### config.mk
export PLATFORM = sky130hd
export DESIGN_NAME = cache_line_refill_flat
export DESIGN_NICKNAME = d
export VERILOG_FILES = /design/src/rtl/refill_pkg.sv /design/src/rtl/cache_line_refill_if.sv /design/src/rtl/cache_line_refill.sv /design/src/flat_wrapper.sv
export SDC_FILE = /design/constraint.sdc
export NUM_CORES = 1
export LEC_CHECK = 0
export CAP_MARGIN = 20
export CELL_PAD_IN_SITES_DETAIL_PLACEMENT = 0
export CELL_PAD_IN_SITES_GLOBAL_PLACEMENT = 1
export CORE_ASPECT_RATIO = 1.2
export CORE_MARGIN = 8
export CORE_UTILIZATION = 17
export DETAILED_ROUTE_END_ITERATION = 16
export PLACE_DENSITY = 0.78
export SLEW_MARGIN = 20
export SYNTH_ARGS = -nofsm -noshare
export SYNTH_HDL_FRONTEND = slang
export SYNTH_SLANG_ARGS = --single-unit
### constraint.sdc
create_clock -name clk -period 2.3 [get_ports clk]
set_clock_uncertainty 0.2 [all_clocks]
set_input_delay 0.575 -clock clk [delete_from_list [all_inputs] [get_ports clk]]
set_output_delay 0.575 -clock clk [all_outputs]
set_load 0.01 [all_outputs]
### src/rtl/refill_pkg.sv
// Shared types and width helpers for the cache line refill engine.
// Width constants are derived from the default geometry; the helper
// functions derive the same widths for any parameterisation.
package refill_pkg;

    typedef enum logic [1:0] {
        IDLE = 2'd0,
        ADDR = 2'd1,
        DATA = 2'd2,
        DONE = 2'd3
    } refill_state_t;

    localparam int DEF_DATA_WIDTH     = 32;
    localparam int DEF_WORDS_PER_LINE = 8;
    localparam int DEF_SETS           = 128;

    // Width of a field that must index n entries (never narrower than 1 bit).
    function automatic int field_w(input int n);
        return (n > 1) ? $clog2(n) : 1;
    endfunction

    function automatic int index_w(input int sets);
        return field_w(sets);
    endfunction

    function automatic int offset_w(input int words_per_line);
        return field_w(words_per_line);
    endfunction

    function automatic int ram_addr_w(input int sets, input int words_per_line);
        return index_w(sets) + offset_w(words_per_line);
    endfunction

    localparam int INDEX_W    = index_w(DEF_SETS);
    localparam int OFFSET_W   = offset_w(DEF_WORDS_PER_LINE);
    localparam int RAM_ADDR_W = ram_addr_w(DEF_SETS, DEF_WORDS_PER_LINE);

endpackage

### src/rtl/cache_line_refill_if.sv
// Bus bundle for the refill engine: miss request, memory burst request,
// read-beat channel, data-RAM write port, and status/forward outputs.
// The slave modport is the refill engine's view; master is its environment.
interface cache_line_refill_if
    import refill_pkg::*;
#(
    parameter int DATA_WIDTH     = DEF_DATA_WIDTH,
    parameter int WORDS_PER_LINE = DEF_WORDS_PER_LINE,
    parameter int SETS           = DEF_SETS
);
    localparam int IW = index_w(SETS);
    localparam int OW = offset_w(WORDS_PER_LINE);
    localparam int AW = ram_addr_w(SETS, WORDS_PER_LINE);

    logic                  req_valid;
    logic                  req_ready;
    logic [IW-1:0]         req_index;
    logic [OW-1:0]         req_offset;
    logic                  mem_req_valid;
    logic                  mem_req_ready;
    logic [IW-1:0]         mem_req_index;
    logic                  r_valid;
    logic                  r_ready;
    logic [DATA_WIDTH-1:0] r_data;
    logic                  r_last;
    logic                  ram_en;
    logic                  ram_we;
    logic [AW-1:0]         ram_addr;
    logic [DATA_WIDTH-1:0] ram_din;
    logic                  done;
    logic                  err;
    logic                  busy;
    logic                  fwd_valid;
    logic [DATA_WIDTH-1:0] fwd_data;

    modport slave (
        input  req_valid, req_index, req_offset, mem_req_ready,
               r_valid, r_data, r_last,
        output req_ready, mem_req_valid, mem_req_index, r_ready,
               ram_en, ram_we, ram_addr, ram_din,
               done, err, busy, fwd_valid, fwd_data
    );

    modport master (
        output req_valid, req_index, req_offset, mem_req_ready,
               r_valid, r_data, r_last,
        input  req_ready, mem_req_valid, mem_req_index, r_ready,
               ram_en, ram_we, ram_addr, ram_din,
               done, err, busy, fwd_valid, fwd_data
    );

endinterface

### src/rtl/cache_line_refill.sv
// Cache line refill engine: accepts a miss, issues one burst read, writes
// every returned beat into the external data RAM at {index, beat_cnt} and
// pulses done when the line is complete. Reset (rst) is synchronous and
// active-low; every output is forced to 0 while it is asserted.
// Optional feature macro: REFILL_FORWARD_EN (critical-word forward).
module cache_line_refill
    import refill_pkg::*;
#(
    parameter int DATA_WIDTH     = DEF_DATA_WIDTH,
    parameter int WORDS_PER_LINE = DEF_WORDS_PER_LINE,
    parameter int SETS           = DEF_SETS
)(
    input  logic               clk,
    input  logic               rst,
    cache_line_refill_if.slave bus
);
    localparam int IW = index_w(SETS);
    localparam int OW = offset_w(WORDS_PER_LINE);

    refill_state_t state_reg;
    refill_state_t state_next;

    logic [IW-1:0] index_reg;
    logic [OW-1:0] beat_cnt_reg;
    logic          err_reg;
    logic          beat_fire;
    logic          last_beat;
    logic          req_take;

    // beat_cnt is exactly log2(WORDS_PER_LINE) bits, so the final beat is all ones
    assign last_beat = &beat_cnt_reg;

    // Next-state logic and beat/request acceptance strobes
    always_comb begin
        state_next = state_reg;
        beat_fire  = 1'b0;
        req_take   = 1'b0;
        case (state_reg)
            IDLE: begin
                if (bus.req_valid) begin
                    req_take   = 1'b1;
                    state_next = ADDR;
                end
            end
            ADDR: begin
                if (bus.mem_req_ready) begin
                    state_next = DATA;
                end
            end
            DATA: begin
                if (bus.r_valid) begin
                    beat_fire = 1'b1;
                    if (last_beat) begin
                        state_next = DONE;
                    end
                end
            end
            DONE: begin
                state_next = IDLE;
            end
            default: begin
                state_next = IDLE;
            end
        endcase
    end

    // State register
    always_ff @(posedge clk) begin
        if (!rst) begin
            state_reg <= IDLE;
        end else begin
            state_reg <= state_next;
        end
    end

    // Request latch, beat counter and sticky r_last mismatch flag
    always_ff @(posedge clk) begin
        if (!rst) begin
            index_reg    <= '0;
            beat_cnt_reg <= '0;
            err_reg      <= 1'b0;
        end else begin
            if (req_take) begin
                index_reg    <= bus.req_index;
                beat_cnt_reg <= '0;
                err_reg      <= 1'b0;
            end
            if (beat_fire) begin
                // The count alone ends the line; r_last only flags disagreement
                beat_cnt_reg <= beat_cnt_reg + 1'b1;
                if (bus.r_last != last_beat) begin
                    err_reg <= 1'b1;
                end
            end
        end
    end

    assign bus.req_ready     = rst && (state_reg == IDLE);
    assign bus.mem_req_valid = rst && (state_reg == ADDR);
    assign bus.mem_req_index = rst ? index_reg : '0;
    assign bus.r_ready       = rst && (state_reg == DATA);
    assign bus.ram_en        = rst && beat_fire;
    assign bus.ram_we        = rst && beat_fire;
    assign bus.ram_addr      = rst ? {index_reg, beat_cnt_reg} : '0;
    assign bus.ram_din       = rst ? bus.r_data : '0;
    assign bus.done          = rst && (state_reg == DONE);
    assign bus.err           = rst && err_reg;
    assign bus.busy          = rst && (state_reg != IDLE);

`ifdef REFILL_FORWARD_EN
    logic [OW-1:0]         offset_reg;
    logic                  fwd_valid_reg;
    logic [DATA_WIDTH-1:0] fwd_data_reg;

    // Capture the critical word as it streams past; fwd_valid follows one cycle later
    always_ff @(posedge clk) begin
        if (!rst) begin
            offset_reg    <= '0;
            fwd_valid_reg <= 1'b0;
            fwd_data_reg  <= '0;
        end else begin
            if (req_take) begin
                offset_reg <= bus.req_offset;
            end
            fwd_valid_reg <= beat_fire && (beat_cnt_reg == offset_reg);
            if (beat_fire && (beat_cnt_reg == offset_reg)) begin
                fwd_data_reg <= bus.r_data;
            end
        end
    end

    assign bus.fwd_valid = rst && fwd_valid_reg;
    assign bus.fwd_data  = rst ? fwd_data_reg : '0;
`else
    // Critical word number is only meaningful when forwarding is built in
    logic unused_offset;
    assign unused_offset = ^bus.req_offset;

    assign bus.fwd_valid = 1'b0;
    assign bus.fwd_data  = '0;
`endif

endmodule
### src/flat_wrapper.sv
// flat-port wrapper written by rule: the top's interface ports become plain ports
module cache_line_refill_flat import refill_pkg::*;
#(
    parameter int DATA_WIDTH     = DEF_DATA_WIDTH,
    parameter int WORDS_PER_LINE = DEF_WORDS_PER_LINE,
    parameter int SETS           = DEF_SETS
)
  (clk, rst, bus_req_valid, bus_req_index, bus_req_offset, bus_mem_req_ready, bus_r_valid, bus_r_data, bus_r_last, bus_req_ready, bus_mem_req_valid, bus_mem_req_index, bus_r_ready, bus_ram_en, bus_ram_we, bus_ram_addr, bus_ram_din, bus_done, bus_err, bus_busy, bus_fwd_valid, bus_fwd_data);
  cache_line_refill_if #(.DATA_WIDTH(DATA_WIDTH), .WORDS_PER_LINE(WORDS_PER_LINE), .SETS(SETS)) bus_i ();
  input  logic clk;
  input  logic rst;
  input wire logic [$bits(bus_i.req_valid)-1:0] bus_req_valid;
  input wire logic [$bits(bus_i.req_index)-1:0] bus_req_index;
  input wire logic [$bits(bus_i.req_offset)-1:0] bus_req_offset;
  input wire logic [$bits(bus_i.mem_req_ready)-1:0] bus_mem_req_ready;
  input wire logic [$bits(bus_i.r_valid)-1:0] bus_r_valid;
  input wire logic [$bits(bus_i.r_data)-1:0] bus_r_data;
  input wire logic [$bits(bus_i.r_last)-1:0] bus_r_last;
  output wire logic [$bits(bus_i.req_ready)-1:0] bus_req_ready;
  output wire logic [$bits(bus_i.mem_req_valid)-1:0] bus_mem_req_valid;
  output wire logic [$bits(bus_i.mem_req_index)-1:0] bus_mem_req_index;
  output wire logic [$bits(bus_i.r_ready)-1:0] bus_r_ready;
  output wire logic [$bits(bus_i.ram_en)-1:0] bus_ram_en;
  output wire logic [$bits(bus_i.ram_we)-1:0] bus_ram_we;
  output wire logic [$bits(bus_i.ram_addr)-1:0] bus_ram_addr;
  output wire logic [$bits(bus_i.ram_din)-1:0] bus_ram_din;
  output wire logic [$bits(bus_i.done)-1:0] bus_done;
  output wire logic [$bits(bus_i.err)-1:0] bus_err;
  output wire logic [$bits(bus_i.busy)-1:0] bus_busy;
  output wire logic [$bits(bus_i.fwd_valid)-1:0] bus_fwd_valid;
  output wire logic [$bits(bus_i.fwd_data)-1:0] bus_fwd_data;
  assign bus_i.req_valid = bus_req_valid;
  assign bus_i.req_index = bus_req_index;
  assign bus_i.req_offset = bus_req_offset;
  assign bus_i.mem_req_ready = bus_mem_req_ready;
  assign bus_i.r_valid = bus_r_valid;
  assign bus_i.r_data = bus_r_data;
  assign bus_i.r_last = bus_r_last;
  assign bus_req_ready = bus_i.req_ready;
  assign bus_mem_req_valid = bus_i.mem_req_valid;
  assign bus_mem_req_index = bus_i.mem_req_index;
  assign bus_r_ready = bus_i.r_ready;
  assign bus_ram_en = bus_i.ram_en;
  assign bus_ram_we = bus_i.ram_we;
  assign bus_ram_addr = bus_i.ram_addr;
  assign bus_ram_din = bus_i.ram_din;
  assign bus_done = bus_i.done;
  assign bus_err = bus_i.err;
  assign bus_busy = bus_i.busy;
  assign bus_fwd_valid = bus_i.fwd_valid;
  assign bus_fwd_data = bus_i.fwd_data;
  cache_line_refill #(.DATA_WIDTH(DATA_WIDTH), .WORDS_PER_LINE(WORDS_PER_LINE), .SETS(SETS)) u_core (.clk(clk), .rst(rst), .bus(bus_i));
endmodule
After elaboration in Yosys (flattened, before gate mapping)
Cells that the tools add are included.
{"block": "classes", "mux": 17, "reduce_logical": 12, "addsub": 1, "n_eq_ne": 8}
{"operator": "$mux W32", "count": 1}
{"operator": "$mux W10", "count": 1}
{"operator": "$mux W2", "count": 4}
{"operator": "$pmux W2 S4", "count": 1}
{"operator": "$logic_and A1 B1 Y1", "count": 7}
{"operator": "$mux W1", "count": 7}
{"operator": "$mux W7", "count": 1}
{"operator": "$mux W3", "count": 2}
{"operator": "$ne A2 B2 Y1 const B", "count": 3}
{"operator": "$eq A2 B2 Y1 const B", "count": 2}
{"operator": "$reduce_and A4 Y1", "count": 1}
{"operator": "$reduce_bool A2 Y1", "count": 2}
{"operator": "$add A3 B1 Y3 const B", "count": 1}
{"operator": "$reduce_and A3 Y1", "count": 1}
{"operator": "$eq A2 B1 Y1 const B", "count": 1}
{"operator": "$logic_not A2 Y1", "count": 1}
{"operator": "$ne A2 B1 Y1 const B", "count": 1}
{"operator": "$ne A1 B1 Y1", "count": 1}
{"block": "word_totals", "inputBits": 48, "ff_bits": 13, "elab_cells": 42}

Logic depth before layout (Yosys ltp)
{"block": "depth", "ltp_word": 5, "depth_mapped": 6, "depth_no_buf": 5}

Worst setup path after synthesis
Ideal clock, no wire load.
{"block": "synth_timing", "path_kind": "input to output", "from": "input rst", "to": "output bus_ram_addr[3]", "stages": 3, "slack_ns": 0.425, "arrival_ns": 1.100, "path_cell_list": "clkbuf_1 -> and2_1 -> buf_4"}
{"block": "synth_between", "elab_chain_len": 1}
{"item": "start: declaration", "line": "flat_wrapper.sv:11", "rtl": "input logic rst;"}
{"item": "$mux W10", "line": "cache_line_refill.sv:104", "rtl": "assign bus.ram_addr = rst ? {index_reg, beat_cnt_reg} : '0;"}
{"item": "end: declaration", "line": "flat_wrapper.sv:25", "rtl": "output wire logic [$bits(bus_i.ram_addr)-1:0] bus_ram_addr;"}
Every way passes these cells.

Final worst setup path
{"block": "layout_timing", "from": "input bus_r_data[28]", "to": "output bus_ram_din[28]"}
{"block": "layout_between", "elab_chain_len": 1}
{"item": "start: declaration", "line": "flat_wrapper.sv:17", "rtl": "input wire logic [$bits(bus_i.r_data)-1:0] bus_r_data;"}
{"item": "$mux W32", "line": "cache_line_refill.sv:105", "rtl": "assign bus.ram_din = rst ? bus.r_data : '0;"}
{"item": "end: declaration", "line": "flat_wrapper.sv:26", "rtl": "output wire logic [$bits(bus_i.ram_din)-1:0] bus_ram_din;"}
Every way passes these cells.

==> flow_summary.toml <==
[sta]
period_needed_ns = 2.26
finalHoldViolations = 0
finalMaxSlewViolations = 0
fin_crit_sh_pct = 98.3
whs_ns = 0.266
max_freq_ghz = 0.442
rsz0062_at_grt = "no"
setup_violations = 0

[finish]
design_area_um2 = 2370
nNetsFinal = 322
drive_gt1_share_pct = 9.02
syn_to_final_growth_pct = 89.0
nFillCells = 786
antennaDiodeCount = 0
utilization_pct = 33.0
largest_reg_flops = 7

[critical_path]
worstPathCellList = "clkdlybuf4s50_1 -> and2_1 -> dlygate4sd2_1"
worstPathArrival_ns = 1.49
cp_slowest_cell = "clkdlybuf4s50_1"
crit_required_ns = 1.52
critical_path_class = "primary input to primary output"
startpoint_type = "primary input"
critPathMaxFanout = 1
crit_path_max_incr_delay_ns = 0.49
ff2ff_path_depth = 5
end_kind = "primary output"

[clocking]
root_buffer = "clkbuf_8"
ctsHoldBuffers = 0
cts_buffers = 3
clock-sinks = 13
htreeDepth = 1
cts_tree = "built"
clk_path_buf_depth = 2
clk_pin_slew_ns = 0.06
clkLatencyLatePin_ns = 0.24

[min_path]
hold_path_depth = 2
hp-class = "flip-flop to flip-flop"

[job]
maxCapViolCount = 0

[die]
ios = 138
rows = 34
start_util_pct = 17.5
die_w_um = 94.5
die-area_um2 = 10400
coreArea_um2 = 7190
die_y_um = 110

[detailed_routing]
drtAntennaViolNets = 0
wl_um = 5090
wl_met2_um = 2380
drc = 0
wl_per_cell_um = 14.3
routed.top_layer = "met3"
dr.pass1.iters = 4
routed_via_density = 3.74
drtIter0Drc = 22
met1_length_um = 1930
wl_met3_um = 788
via_count = 1332

[yosys]
post-synth-top-count-cell = "and2_1"
synth_common_cells = "and2_1 (47), buf_4 (41), nand2_1 (19)"
ys_warn_count = 0
synth_cell_types = 23
ys_top_cells_by_area = "buf_4 (25%), and2_1 (23%), dfxtp_1 (21%), ha_1 (7.0%), nand2_1 (5.7%)"
synth-main-ff-cell = "dfxtp_1"
ys_async_sr_fraction_pct = 0
syn_avg_cell_area_um2 = 7.71
synth-seq-cells = 13
syn-instance-count = 163
synth_edf_count = 0
seq_area_frac_synth_pct = 20.7
yosysTopAreaCellShare_pct = 24.5
yosysTopAreaCell = "buf_4"
synth_area_um2 = 1260

[global_routing]
track_usage_pct = 8.59
grt_pass1_vias = 1368
overflow = 0
grt_pass1_wl_um = 7110
antenna_found_initial = 0
grt_start_max_net_pins = 18

[power]
p_per_area_nw_per_um2 = 438
total_power_w = 0.00104
p_leak_nw = 1.24
peakVddDrop_v = 0.000217

[placed_design]
dpl_cell_area_um2 = 2290
io_buffers = 101
gp_congestion = 0.818
dp_hpwl_um = 4130

[status]
status = "complete, no violations"
worst paths after layout:
check                           slack (ns)                           startpoint                          endpoint
worst max-delay path                  0.04                       bus_r_data[28]                   bus_ram_din[28]
worst min register to register        0.27     u_core.index_reg[6]$_SDFFE_PN0P_  u_core.index_reg[6]$_SDFFE_PN0P_
worst min-delay path                  0.27     u_core.index_reg[6]$_SDFFE_PN0P_  u_core.index_reg[6]$_SDFFE_PN0P_
worst max register to register        0.64  u_core.beat_cnt_reg[0]$_SDFFE_PN0P_  u_core.state_reg[1]$_SDFFE_PN0P_
timing repair:
| item | in CTS | in global routing |
|---|---|---|
| gates resized for setup | 67 | 0 |
| setup endpoints to repair | 57 | 0 |
| buffers inserted | 1 | 0 |
cell families after synthesis:
family,synth area share (%)
mux,0.797
buf+inv,27.8
compound gates,9.96
other cells,0.299
simple gates,32.8
xor+xnor,0.697
flops,20.7
fa+ha+maj,6.97
worst max-delay path: cells and delay by family:
kind | cells | cell delay (ns)
buffers and inverters | 2 | 0.76
AND/OR/NAND/NOR | 1 | 0.15
placed cells by master, fill, tap and decap left out:
cell,instances
dfxtp_1,13
inv_2,1
xor2_1,1
ha_1,7
or2_0,1
buf_4,7
a221o_2,1
and2_1,47
conb_1,33
clkinv_2,1
clkdlybuf4s15_1,2
a222oi_1,1
a32oi_1,2
mux2i_1,1
and3_4,1
clkdlybuf4s50_1,42
a22oi_1,1
o211a_1,1
buf_2,1
nand2_1,19
nand3b_1,1
inv_1,3
a21boi_0,8
dlygate4sd2_1,55
buf_12,4
clkbuf_8,3
a22o_1,1
and2_2,1
bufbuf_16,3
clkdlybuf4s15_2,1
nor2b_1,3
cell type report:
type,instances,area [µm²],area share [%]
Clock buffer,3,41.3,1.74
Clock inverter,1,5.00,0.211
Inverter,4,15.0,0.632
Multi-Input combinational cell,130,772,32.5
Sequential cell,13,260,11.0
Tap cell,90,113,4.74
Timing Repair Buffer,115,1170,49.2
per-layer routing:
layer	vias up	GRT usage, %
met5	-	0
met1	582	8.81
met2	103	16.3
li1	647	-
met4	0	1.01
met3	0	3.52
per-stage QoR:
stage	instances	TNS (ns)	worst slack, ns
2_1_floorplan	195	0	0.425
3_3_place_gp	348	-28.98	-0.573
3_5_place_dp	348	-29.28	-0.595
4_1_cts	356	0	0.00104
5_1_grt	356	0	0.00146
6_report	356	0	0.0385
where the power goes:
| part | internal, W | switching (W) | total [W] |
|---|---|---|---|
| registers | 0.000265 | 0.0000221 | 0.000287 |
| logic | 0.000287 | 0.000261 | 0.000548 |
| clock network | 0.000120 | 0.0000866 | 0.000206 |
Note: power is estimated with default switching activity, not from simulation.
